## config.mk

```make
export PLATFORM = sky130hd
export DESIGN_NAME = board_mem
export DESIGN_NICKNAME = d
export VERILOG_FILES = /design/src/rtl/board_mem.sv
export SDC_FILE = /design/constraint.sdc
export NUM_CORES = 1
export LEC_CHECK = 0
export ABC_AREA = 1
export ABC_CLOCK_PERIOD_IN_PS = 2130
export BUFFER_PORTS_ARGS = -buffer_cell sky130_fd_sc_hd__buf_2
export CORE_MARGIN = 2
export CORE_UTILIZATION = 50
export CTS_CLUSTER_SIZE = 28
export DETAILED_ROUTE_END_ITERATION = 16
export PLACE_DENSITY = 0.78
export SLEW_MARGIN = 10
export SYNTH_ARGS = -nofsm -noshare
export SYNTH_HDL_FRONTEND = slang
export SYNTH_SLANG_ARGS = --single-unit
```

## constraint.sdc

```tcl
create_clock -name i_clk -period 2.13 [get_ports i_clk]
set_input_delay 0 -clock i_clk [delete_from_list [all_inputs] [get_ports i_clk]]
set_output_delay 0 -clock i_clk [all_outputs]
set_load 0.005 [all_outputs]
```

## src/rtl/board_mem.sv

```systemverilog
// ---------------------------------------------------------------------------
// board_mem
//
// Purpose:
//   Cell-grid storage for the playfield: ROWS x COLS cells of CW bits each,
//   where a cell value of 0 means empty and any nonzero value is an occupied
//   cell carrying its colour. Game logic writes single cells, the pixel
//   generator reads one cell per pixel through a registered read port, and a
//   built-in line-clear engine removes every full row, drops the rows above
//   it and reports how many rows it removed.
//
//   Row 0 is the top of the playfield, row ROWS-1 the bottom. The sweep walks
//   from the bottom row upwards so that rows moving down are always rechecked
//   before the pointer moves past them.
//
// Ports:
//   i_clk             system clock
//   i_rst             synchronous active-high reset
//   i_wr_en           cell write strobe (honoured only while idle)
//   i_wr_x, i_wr_y    write column / row
//   i_wr_data         value to write
//   i_rd_x, i_rd_y    read column / row from the pixel generator
//   o_rd_data         registered cell value, one cycle after the address
//   i_board_clear     wipe the whole board and abort any sweep
//   i_clr_start       start a line-clear sweep (level sampled while idle)
//   o_busy            sweep in progress
//   o_clr_done        one-cycle pulse at the end of a sweep
//   o_lines_cleared   number of rows removed by the last sweep
//   o_total_lines     (BOARD_TOTAL_LINES_EN only) saturating lifetime count
//                     of removed rows
//
// Configuration:
//   Define BOARD_TOTAL_LINES_EN to add the o_total_lines port and counter.
//   Without it the block behaves identically, minus that port.
// ---------------------------------------------------------------------------
module board_mem #(
  parameter int COLS = 10,
  parameter int ROWS = 10,
  parameter int CW   = 2
) (
  input  logic          i_clk,
  input  logic          i_rst,
  input  logic          i_wr_en,
  input  logic [3:0]    i_wr_x,
  input  logic [3:0]    i_wr_y,
  input  logic [CW-1:0] i_wr_data,
  input  logic [3:0]    i_rd_x,
  input  logic [3:0]    i_rd_y,
  output logic [CW-1:0] o_rd_data,
  input  logic          i_board_clear,
  input  logic          i_clr_start,
  output logic          o_busy,
  output logic          o_clr_done,
  output logic [3:0]    o_lines_cleared
`ifdef BOARD_TOTAL_LINES_EN
  ,
  output logic [15:0]   o_total_lines
`endif
);

  // Coordinate limits narrowed to the 4-bit address width.
  localparam logic [3:0] LP_COLS     = 4'(COLS);
  localparam logic [3:0] LP_ROWS     = 4'(ROWS);
  localparam logic [3:0] LP_LAST_ROW = 4'(ROWS - 1);

  typedef enum logic [1:0] {
    S_IDLE,
    S_SCAN,
    S_SHIFT,
    S_DONE
  } state_t;

  // The board lives in flops: the sweep needs a whole row in parallel for
  // the full-row test and moves many rows at once in a single SHIFT cycle.
  logic [CW-1:0] r_cells [ROWS][COLS];

  state_t        r_state;
  logic [3:0]    r_row;
  logic          r_busy;
  logic          r_clrDone;
  logic [3:0]    r_linesCleared;
  logic [CW-1:0] r_rdData;

  logic          w_wrInRange;
  logic          w_rdInRange;
  logic          w_rowFull;

  assign w_wrInRange = (i_wr_x < LP_COLS) && (i_wr_y < LP_ROWS);
  assign w_rdInRange = (i_rd_x < LP_COLS) && (i_rd_y < LP_ROWS);

  // A row is full when none of its cells is empty. Only the row under the
  // sweep pointer is ever tested.
  always_comb begin
    w_rowFull = 1'b1;
    for (int c = 0; c < COLS; c++) begin
      if (r_cells[r_row][c] == '0) begin
        w_rowFull = 1'b0;
      end
    end
  end

  // Read port: plain registered lookup of the current array, never stalled
  // by the sweep, so mid-sweep reads show the intermediate board. Addresses
  // outside the grid read as empty.
  always_ff @(posedge i_clk) begin
    if (i_rst) begin
      r_rdData <= '0;
    end else if (w_rdInRange) begin
      r_rdData <= r_cells[i_rd_y][i_rd_x];
    end else begin
      r_rdData <= '0;
    end
  end

  // Board contents, sweep FSM and its registered status outputs.
  // board_clear sits just below reset so it overrides writes, clr_start and
  // whatever the sweep was doing, and deliberately produces no done pulse.
  // In IDLE a write and a clr_start in the same cycle both take effect at
  // the same edge, so the first SCAN cycle already sees the new cell.
  always_ff @(posedge i_clk) begin
    if (i_rst || i_board_clear) begin
      for (int y = 0; y < ROWS; y++) begin
        for (int x = 0; x < COLS; x++) begin
          r_cells[y][x] <= '0;
        end
      end
      r_state        <= S_IDLE;
      r_row          <= '0;
      r_busy         <= 1'b0;
      r_clrDone      <= 1'b0;
      r_linesCleared <= '0;
    end else begin
      r_clrDone <= 1'b0;
      case (r_state)
        S_IDLE: begin
          if (i_wr_en && w_wrInRange) begin
            r_cells[i_wr_y][i_wr_x] <= i_wr_data;
          end
          if (i_clr_start) begin
            r_state        <= S_SCAN;
            r_row          <= LP_LAST_ROW;
            r_linesCleared <= '0;
            r_busy         <= 1'b1;
          end
        end

        // Full rows go to SHIFT without moving the pointer; otherwise the
        // pointer climbs until the top row has been checked. The done
        // pulse is registered here so it is high during the DONE cycle.
        S_SCAN: begin
          if (w_rowFull) begin
            r_state <= S_SHIFT;
          end else if (r_row != 4'd0) begin
            r_row <= r_row - 4'd1;
          end else begin
            r_state   <= S_DONE;
            r_clrDone <= 1'b1;
          end
        end

        // Drop every row at or above the pointer by one and feed an empty
        // row in at the top. The pointer stays put because the row that
        // just landed there has not been checked yet.
        S_SHIFT: begin
          for (int k = ROWS - 1; k >= 1; k--) begin
            if (4'(k) <= r_row) begin
              for (int x = 0; x < COLS; x++) begin
                r_cells[k][x] <= r_cells[k-1][x];
              end
            end
          end
          for (int x = 0; x < COLS; x++) begin
            r_cells[0][x] <= '0;
          end
          r_linesCleared <= r_linesCleared + 4'd1;
          r_state        <= S_SCAN;
        end

        S_DONE: begin
          r_busy  <= 1'b0;
          r_state <= S_IDLE;
        end

        default: begin
          r_state <= S_IDLE;
          r_busy  <= 1'b0;
        end
      endcase
    end
  end

  assign o_rd_data       = r_rdData;
  assign o_busy          = r_busy;
  assign o_clr_done      = r_clrDone;
  assign o_lines_cleared = r_linesCleared;

`ifdef BOARD_TOTAL_LINES_EN
  logic [15:0] r_totalLines;

  // Lifetime count of removed rows: one per SHIFT cycle, sticking at the
  // top value instead of wrapping. Starting a sweep leaves it alone.
  always_ff @(posedge i_clk) begin
    if (i_rst || i_board_clear) begin
      r_totalLines <= '0;
    end else if ((r_state == S_SHIFT) && (r_totalLines != 16'hFFFF)) begin
      r_totalLines <= r_totalLines + 16'd1;
    end
  end

  assign o_total_lines = r_totalLines;
`endif

endmodule

```

==> results.yml, run 1 <==
outcome:
  status: "finished clean"
logic_synthesis:
  ys_warn_count: 0
  synth_cell_types: 44
  synth_top_family_by_area: "simple AND/OR/NAND/NOR gates"
  postSynth.asyncResetShare_pct: 0
  synth_edf_count: 320
  yosys.area_share.simple_pct: 18.7
  synth-compound-area-share_pct: 17.5
  synth_area_leaders: "edfxtp_1 53%, nand2_1 8.0%, o21ai_0 6.4%"
  synthAdderAreaFrac_pct: 0.348
  synthFlopType: "edfxtp_1"
  synth_top_area_cell: "edfxtp_1"
  netlist_instances: 2064
  ys_ff_latch: 338
  ys_seq_area_share_pct: 55.5
  netlist.area_leader.share_pct: 53.5
  syn_area_sq_mm: 0.0180
  avgSynthCellArea_sq_um: 8.71
  synth-xor-area-share_pct: 0.0487
  synth_mux_area_share_pct: 0
sta:
  slew_violations: 0
  maxSlewHeadroom_pct: 56.3
  finalCriticalPeriod_ns: 2.09
  finalSetupViolCount: 0
  finalCritPeriodShare_pct: 98.3
  timing.fmax_ghz: 0.478
  hold_slack_ns: 0.0189
  worstMarginPinSlew_ns: 0.647
  setup_tns_ns: 0
  rsz0062_at_grt: "yes"
  skew_ns: 0.0133
  final-hold-violation-count: 0
clock_network:
  cts_sinks: 338
  clockRootBuffer: "clkbuf_16"
  clk_pin_slew_worst_paths_ns: 0.06
  cts_buffers: 37
  htreeDepth: 2
  insertion_delay_ns: 0.54
  cts_setup_buffers: 0
  clockBufferDepth: 3
  cts_tree: "done"
route:
  route.met3.wl_um: 6390
  via_per_inst: 6.06
  drt-met1-wl_um: 21500
  wl_um: 57100
  top_layer: "met5"
  drtIter0Drc: 2625
  drc: 0
  postRouteAntennaNets: 0
  firstDrtPassIters: 7
  dr_wl_met2_um: 26200
  wl_per_cell_um: 20.9
  vias: 16600
worst_setup_path:
  end_kind: "register"
  start_kind: "register"
  critPathArrivalTime_ns: 2.53
  r2r_slack_ns: 0.04
  crit_fanout: 10
  max_stage_delay_ns: 0.57
  worst_path_max_delay_cell: "o311ai_0"
  path_cells: "inv_2 -> buf_4 -> o311ai_0 -> nand3_1 -> nand3b_1 -> nand2_1 -> nand3_2 -> nand3_1 -> a21oi_2"
  crit_top_cell: "nand3_1"
  critical_path_depth: 9
  cp_num_buf_inv: 2
  rr_worst_depth: 9
  path_class: "reg -> reg"
  cp_top_family: "compound AO/OA/AOI/OAI gates"
  crit_required_ns: 2.57
placed_design:
  finalWeightedCongestion: 1.03
  dp_hpwl_um: 40300
  dp_cells: 2662
  io_buffers: 30
pwr:
  leakagePower_nw: 8.00
  switching_share_pct: 25.6
  power_density_mw_per_mm2: 750
  p_int_mw: 11.6
  clock_power_share_pct: 39.3
  seqPwrFrac_pct: 50.1
  switchingPower_mw: 4.01
  p_comb_share_pct: 10.6
  vdd_drop_max_mv: 0.608
layout:
  finalNetCount: 2276
  drive_gt1_share_pct: 10.2
  multiInputGateArea_sq_mm: 0.00707
  layout_commonest_cell: "nand2_1"
  stdcell_count: 2736
  regArea_sq_mm: 0.00997
  final_cell_mix: "380 x nand2_1, 320 x edfxtp_1, 230 x inv_1, 230 x o21ai_0, 182 x nor2_1"
  syn_to_final_growth_pct: 16.1
  n_fill_cell: 3035
  num_antenna_cells: 0
die:
  fp.dieH_um: 194
  rows: 69
  core_area_sq_mm: 0.0355
  die_w_um: 194
  start_util_pct: 50.7
  num_io_pins: 31
  dieArea_sq_mm: 0.0375
job:
  max-cap-violations: 0
global_route:
  grt_pass1_vias: 15600
  gr-total-overflow: 0
  antenna_found_initial: 1
  track_usage_pct: 29.8
  grt_max_degree: 97
  grt_pass1_wl_um: 87100
worst_hold_path:
  worstHoldPathType: "in -> reg"
[power groups by stage]
stage	registers, mW	logic (mW)	clock network, mW
after floorplan	7.90	0.987	0
after global placement	7.95	1.54	0
after detailed placement	7.97	1.57	0
after CTS	7.83	1.59	6.17
after global routing	7.88	1.79	6.41
final	7.84	1.66	6.15
[layer usage]
layer	up-vias	track usage (%)
li1	7480	-
met1	7835	40.0
met2	1108	46.8
met3	159	5.30
met4	2	14.9
met5	-	0
[final cells by class]
| type | count | area share [%] |
|---|---|---|
| clock inverter | 15 | 0.504 |
| multi-input combinational | 1485 | 33.9 |
| timing repair buffer | 140 | 5.68 |
| clock buffer | 51 | 4.94 |
| tap | 461 | 2.76 |
| sequential | 338 | 47.8 |
| inverter | 246 | 4.43 |
[worst min-delay path by stage]
stage / endpoint / cells after the start / startpoint
floorplan: r_cells[10][0] / 0 / i_wr_data[0]
global placement: o_rd_data[1] / 4 / i_rst
detailed placement: o_rd_data[0] / 4 / i_rst
CTS: r_cells[12][18] / 2 / i_wr_data[0]
global route: r_cells[15][18] / 2 / i_wr_data[0]
finish: r_cells[15][18] / 2 / i_wr_data[0]
[kinds of logic (layout without fill, tap and decap cells)]
kind of cell               count (synthesis)  count (layout)
other                                      1             120
AOI/OAI and AO/OA                        568             568
xor gates and xnor gates                   1               1
DFF                                      338             338
adders and majority gates                  5               5
buffers and inverters                    360             452
and+or+nand+nor                          791             791
[registers in the layout (all words and copies together) (netlist names), named ones only]
name             cells
r_row                4
o_busy               1
r_cells            320
r_state              2
o_lines_cleared      4
o_clr_done           1
o_rd_data            2
[worst reg2reg max path, stage by stage, from the launching register on]
cell and delay [ns]:
dfxtp_4 0.38, inv_2 0.05, buf_4 0.19, o311ai_0 0.57
nand3_1 0.14, nand3b_1 0.12, nand2_1 0.09, nand3_2 0.12
nand3_1 0.11, a21oi_2 0.23
[per-stage QoR]
stage                     util, %  cell area [sq um]  worst slack, ns  power (mW)
after floorplan                 -              18400            0.312        8.88
after global placement       55.1              19600          -0.0298        9.49
after detailed placement     55.1              19600          -0.0967        9.54
after CTS                    58.6              20800           0.0207        15.6
after global routing         58.8              20900          -0.0390        16.1
final                        58.8              20900           0.0363        15.7
[synthesized netlist by cell type, types with 5 or more instances]
library cell,n
nand2_1,384
edfxtp_1,320
o21ai_0,231
inv_1,230
nor2_1,185
nand3_1,169
o22ai_1,160
a21oi_1,143
clkbuf_1,69
buf_2,29
dfxtp_1,18
nor3_1,16
inv_2,12
nand4_1,11
o211ai_1,8
buf_1,7
o311ai_0,7
buf_4,6
nor2_4,6
ha_1,5
[what timing repair did]
item                                    4_1_cts  5_1_grt
endpoints found under the hold margin         7        0
gates resized for setup                       3       22
pin swaps                                     0        2
endpoints found under the setup margin        9       83
hold buffers                                  8        0
No activity file was read; power rests on OpenSTA's default activity.
==> run 2: changes to the inputs <==
PLACE_DENSITY = unset   (was 0.78)
PLACE_DENSITY_LB_ADDON = 0.08   (was unset)
SKIP_LAST_GASP = 1   (was unset)
==> run 2 against run 1 <==
  * First-iteration DRC count decreased by 26%
  * Non-clock buffer count grew 26
  * Via count down 1.8%
  * Critical path depth increased by 2
  * Global-route usage increased by 1.4 points
==> results.yml, run 2 (synthesis gave the netlist of run 1 again) <==
outcome:
  status: "finished clean"
worst_setup_path:
  start_kind: "register"
  r2r_slack_ns: 0.03
  critPathArrivalTime_ns: 2.59
  crit_required_ns: 2.62
  path_class: "reg -> reg"
  crit_fanout: 5
  end_kind: "register"
  rr_worst_depth: 11
layout:
  finalNetCount: 2304
  final_cell_mix: "380 x nand2_1, 320 x edfxtp_1, 230 x inv_1, 230 x o21ai_0, 181 x nor2_1"
  largest_register: "r_cells"
  fin_area_sq_mm: 0.0212
  drive_gt1_share_pct: 11.1
  num_antenna_cells: 0
  stdcell_count: 2763
  syn_to_final_growth_pct: 18.2
  layout_commonest_cell: "nand2_1"
  utilization_pct: 59.9
  largest_reg_flops: 320
clock_network:
  cts_sinks: 338
  cts_tree: "done"
  clockBufferDepth: 3
  htreeDepth: 2
  cts_buffers: 39
  clockRootBuffer: "clkbuf_16"
  insertion_delay_ns: 0.56
  clk_pin_slew_worst_paths_ns: 0.06
placed_design:
  finalWeightedCongestion: 0.955
  postPlaceCellArea_sq_mm: 0.0197
  io_buffers: 30
  dp_cells: 2679
  dp_slack_ns: -0.360
  dp_hpwl_um: 42300
sta:
  worstMarginPinSlew_ns: 0.736
  timing.fmax_ghz: 0.476
  finalSetupViolCount: 0
  skew_ns: 0.0158
  final-hold-violation-count: 0
  setup_tns_ns: 0
  rsz0062_at_grt: "yes"
  finalCritPeriodShare_pct: 98.7
  fin_ws_ns: 0.0271
  hold_slack_ns: 0.0498
  finalCriticalPeriod_ns: 2.10
  slew_violations: 0
  maxSlewHeadroom_pct: 50.9
global_route:
  gr-total-overflow: 0
  grt_max_degree: 89
  top_usage_layer: "met2"
  grtUsageMet2_pct: 47.1
  grt_pass1_wl_um: 89300
  met3_usage_pct: 5.82
  grt_pass1_vias: 15400
  track_usage_pct: 31.2
  antenna_found_initial: 0
  met1_usage_pct: 44.1
route:
  wl_per_cell_um: 21.5
  postRouteAntennaNets: 0
  vias: 16300
  firstDrtPassIters: 6
  via_per_inst: 5.90
  drtIter0Drc: 1954
  drc: 0
  wl_um: 59500
worst_hold_path:
  worstHoldPathType: "in -> reg"
  hold_depth: 5
  min-delay-start: "i_wr_x[3]"
  holdPathEnd: "r_cells[0][2]"
die:
  die_w_um: 194
  rows: 69
  dieArea_sq_mm: 0.0375
  num_io_pins: 31
  core_area_sq_mm: 0.0355
  fp.dieH_um: 194
  start_util_pct: 50.7
pwr:
  p_int_mw: 12.0
  switchingPower_mw: 4.07
  clock_power_share_pct: 40.6
  power_density_mw_per_mm2: 758
  seqPwrFrac_pct: 48.8
  switching_share_pct: 25.3
  p_total_mw: 16.1
  leakagePower_nw: 8.18
  p_comb_share_pct: 10.7
  vdd_drop_max_mv: 0.613
job:
  max-cap-violations: 0
[run 2: changes by cell type in the layout (fill, tap and decap cells not counted), moves of 3 or more]
cell / delta
buf_4: +22
clkinv_1: +7
buf_12: +5
clkinv_2: -5
buf_6: -4
clkbuf_16: +4
dlygate4sd3_1: +3
[run 2: final cells by class]
cell class,instances,area (sq um)
tap,461,577
timing repair buffer,166,1460
fill,3158,14200
inverter,246,938
clock buffer,50,1060
sequential,338,9980
multi-input combinational,1485,7080
clock inverter,17,148
[run 2: power by group through the flow]
| stage | combinational [mW] | sequential [mW] | clock, mW |
|---|---|---|---|
| 2_1_floorplan | 0.987 | 7.90 | 0 |
| 3_3_place_gp | 1.61 | 7.97 | 0 |
| 3_5_place_dp | 1.62 | 7.98 | 0 |
| 4_1_cts | 1.65 | 7.84 | 6.59 |
| 5_1_grt | 1.87 | 7.88 | 6.85 |
| 6_report | 1.72 | 7.85 | 6.53 |
[run 2: worst max path at each step]
| stage | start | slack (ns) | depth (start not counted) | to |
|---|---|---|---|---|
| after floorplan | r_state[0] | 0.31 | 11 | r_cells[7][14] |
| after global placement | r_state[1] | -0.28 | 8 | r_cells[9][2] |
| after detailed placement | r_state[1] | -0.36 | 8 | r_cells[9][11] |
| after CTS | register | 0.01 | 13 | register |
| after global routing | register | -0.02 | 11 | r_row[0] |
| final | register | 0.03 | 11 | register |
[run 2: worst max-delay path, cell delays in order, from the launching register on]
cell and delay, ns:
dfxtp_4 0.42, inv_8 0.06, buf_4 0.16, o311ai_0 0.56, nand3_1 0.15, nand3b_1 0.12, nand2_1 0.12, nand3_4 0.13
nand2_2 0.07, inv_1 0.09, nor2_2 0.05, nor2_1 0.09
[run 2: layer usage]
metal,vias to the layer above,share of wire [%]
li1,7529,-
met2,880,44
met4,0,4.0
met1,7736,42
met5,-,0
met3,144,10
[run 2: timing repair]
item / in CTS / in global routing
endpoints found under the setup margin: 42 / 57
hold buffers: 11 / 0
gates cloned: 0 / 2
pin swaps: 1 / 7
setup buffers: 0 / 4
endpoints found under the hold margin: 30 / 0
resized for setup: 6 / 24
==> run 3: changes to the inputs <==
PLACE_DENSITY = 0.66   (was unset)
PLACE_DENSITY_LB_ADDON = unset   (was 0.08)
==> run 3 against run 2 <==
  * Worst hold slack worse by 0.022 ns
  * Global-route usage is 0.31 points lower
  * Highest routed layer unchanged
  * Sequential share of layout area up 0.65 points
==> results.yml, run 3 (synthesis gave the netlist of run 1 again) <==
sta:
  finalSetupViolCount: 0
  final-hold-violation-count: 0
  setup_tns_ns: 0
  fin_ws_ns: 0.0176
  timing.fmax_ghz: 0.473
  worstMarginPinSlew_ns: 0.720
  finalCriticalPeriod_ns: 2.11
  finalCritPeriodShare_pct: 99.2
  maxSlewHeadroom_pct: 52.0
  skew_ns: 0.0162
  slew_violations: 0
global_route:
  grtUsageMet2_pct: 47.9
  grt_pass1_vias: 15200
  met3_usage_pct: 5.23
  track_usage_pct: 30.9
  grt_pass1_wl_um: 88600
  gr-total-overflow: 0
  antenna_found_initial: 0
  met1_usage_pct: 43.4
  top_usage_layer: "met2"
  grt_max_degree: 89
clock_network:
  clk_pin_slew_worst_paths_ns: 0.06
  cts_sinks: 338
  htreeDepth: 2
  cts_buffers: 39
  cts_tree: "done"
  insertion_delay_ns: 0.55
  clockRootBuffer: "clkbuf_16"
  clockBufferDepth: 3
  cts_setup_buffers: 0
pwr:
  vdd_drop_max_mv: 0.629
  power_density_mw_per_mm2: 761
  leakagePower_nw: 8.03
route:
  firstDrtPassIters: 6
  wl_um: 58900
  vias: 16200
  postRouteAntennaNets: 0
  wl_per_cell_um: 21.5
  via_per_inst: 5.91
  drc: 0
  drtIter0Drc: 2306
placed_design:
  finalWeightedCongestion: 0.974
  dp_cells: 2661
  dp_slack_ns: 0.0645
  dp_hpwl_um: 41700
  io_buffers: 30
worst_setup_path:
  cp_top_family: "simple AND/OR/NAND/NOR gates"
  cp_num_buf_inv: 3
  path_cells: "nor2_1 -> inv_1 -> a211oi_2 -> nand2_2 -> buf_4 -> nor4_1 -> buf_4 -> nand2_1 -> nand2_1"
  critical_path_depth: 9
  rr_worst_depth: 9
  critPathArrivalTime_ns: 2.36
  max_stage_delay_ns: 0.34
  crit_fanout: 9
  crit_required_ns: 2.38
  worst_path_max_delay_cell: "dfxtp_1"
  end_kind: "register"
  path_class: "reg -> reg"
  start_kind: "register"
layout:
  syn_to_final_growth_pct: 16.5
  num_antenna_cells: 0
  n_fill_cell: 3147
  layout_commonest_cell: "nand2_1"
  final_cell_mix: "381 x nand2_1, 320 x edfxtp_1, 231 x o21ai_0"
  largest_reg_flops: 320
  utilization_pct: 59.0
  stdcell_count: 2737
  drive_gt1_share_pct: 10.1
  largest_register: "r_cells"
  finalNetCount: 2278
die:
  start_util_pct: 50.7
  rows: 69
  fp.dieH_um: 194
  num_io_pins: 31
  die_w_um: 194
  dieArea_sq_mm: 0.0375
  core_area_sq_mm: 0.0355
worst_hold_path:
  worstHoldPathType: "in -> reg"
  hold_depth: 2
outcome:
  status: "finished clean"
job:
  max-cap-violations: 0
## run 3: worst paths after layout
| path | start | endpoint | slack [ns] |
|---|---|---|---|
| worst max register to register | r_state[0] | r_cells[9][18] | 0.02 |
| worst min-delay path | i_wr_data[0] | r_cells[12][14] | 0.03 |
| worst max-delay path | r_state[0] | r_cells[9][18] | 0.02 |
| worst min register to register | o_lines_cleared[3] | o_lines_cleared[3] | 0.47 |
## run 3: repair_timing
action / CTS / global route
setup endpoints to repair: 0 / 39
hold endpoints to repair: 8 / 0
hold buffers: 9 / 0
resized for setup: 0 / 19
## run 3: worst register-to-register path, stage by stage (launching register included)
cell,delay (ns)
dfxtp_1,0.34
nor2_1,0.11
inv_1,0.08
a211oi_2,0.21
nand2_2,0.09
buf_4,0.17
nor4_1,0.30
buf_4,0.27
nand2_1,0.13
nand2_1,0.12
## run 3: layout make-up
cell class / count / area (sq um) / share of cell area (%)
clock buffers: 49 / 1040 / 4.98
well taps: 461 / 577 / 2.75
repair buffers: 140 / 1210 / 5.80
flip-flops and latches: 338 / 9970 / 47.6
inverters: 246 / 936 / 4.47
multi-input cells: 1485 / 7050 / 33.7
clock inverters: 18 / 144 / 0.687
## run 3: metrics by stage
| step | area [sq um] | power [mW] | hold WS [ns] |
|---|---|---|---|
| floorplan | 18400 | 8.88 | 0.0989 |
| global placement | 19600 | 9.55 | 0.327 |
| detailed placement | 19600 | 9.58 | 0.335 |
| CTS | 20900 | 15.9 | 0.0357 |
| global route | 20900 | 16.4 | 0.0319 |
| finish | 20900 | 15.9 | 0.0277 |
## run 3: power breakdown
group          total, mW  switching (mW)  internal, mW
clock               6.40            2.70          3.70
combinational       1.68            1.18         0.497
sequential          7.85           0.202          7.65
total               15.9            4.09          11.8
## run 3: routing by layer
layer / routed length, um / part of all wire [%]
met5: 0 / 0
met4: 2330 / 3.9
met3: 6150 / 10
met1: 23600 / 40
met2: 26800 / 46
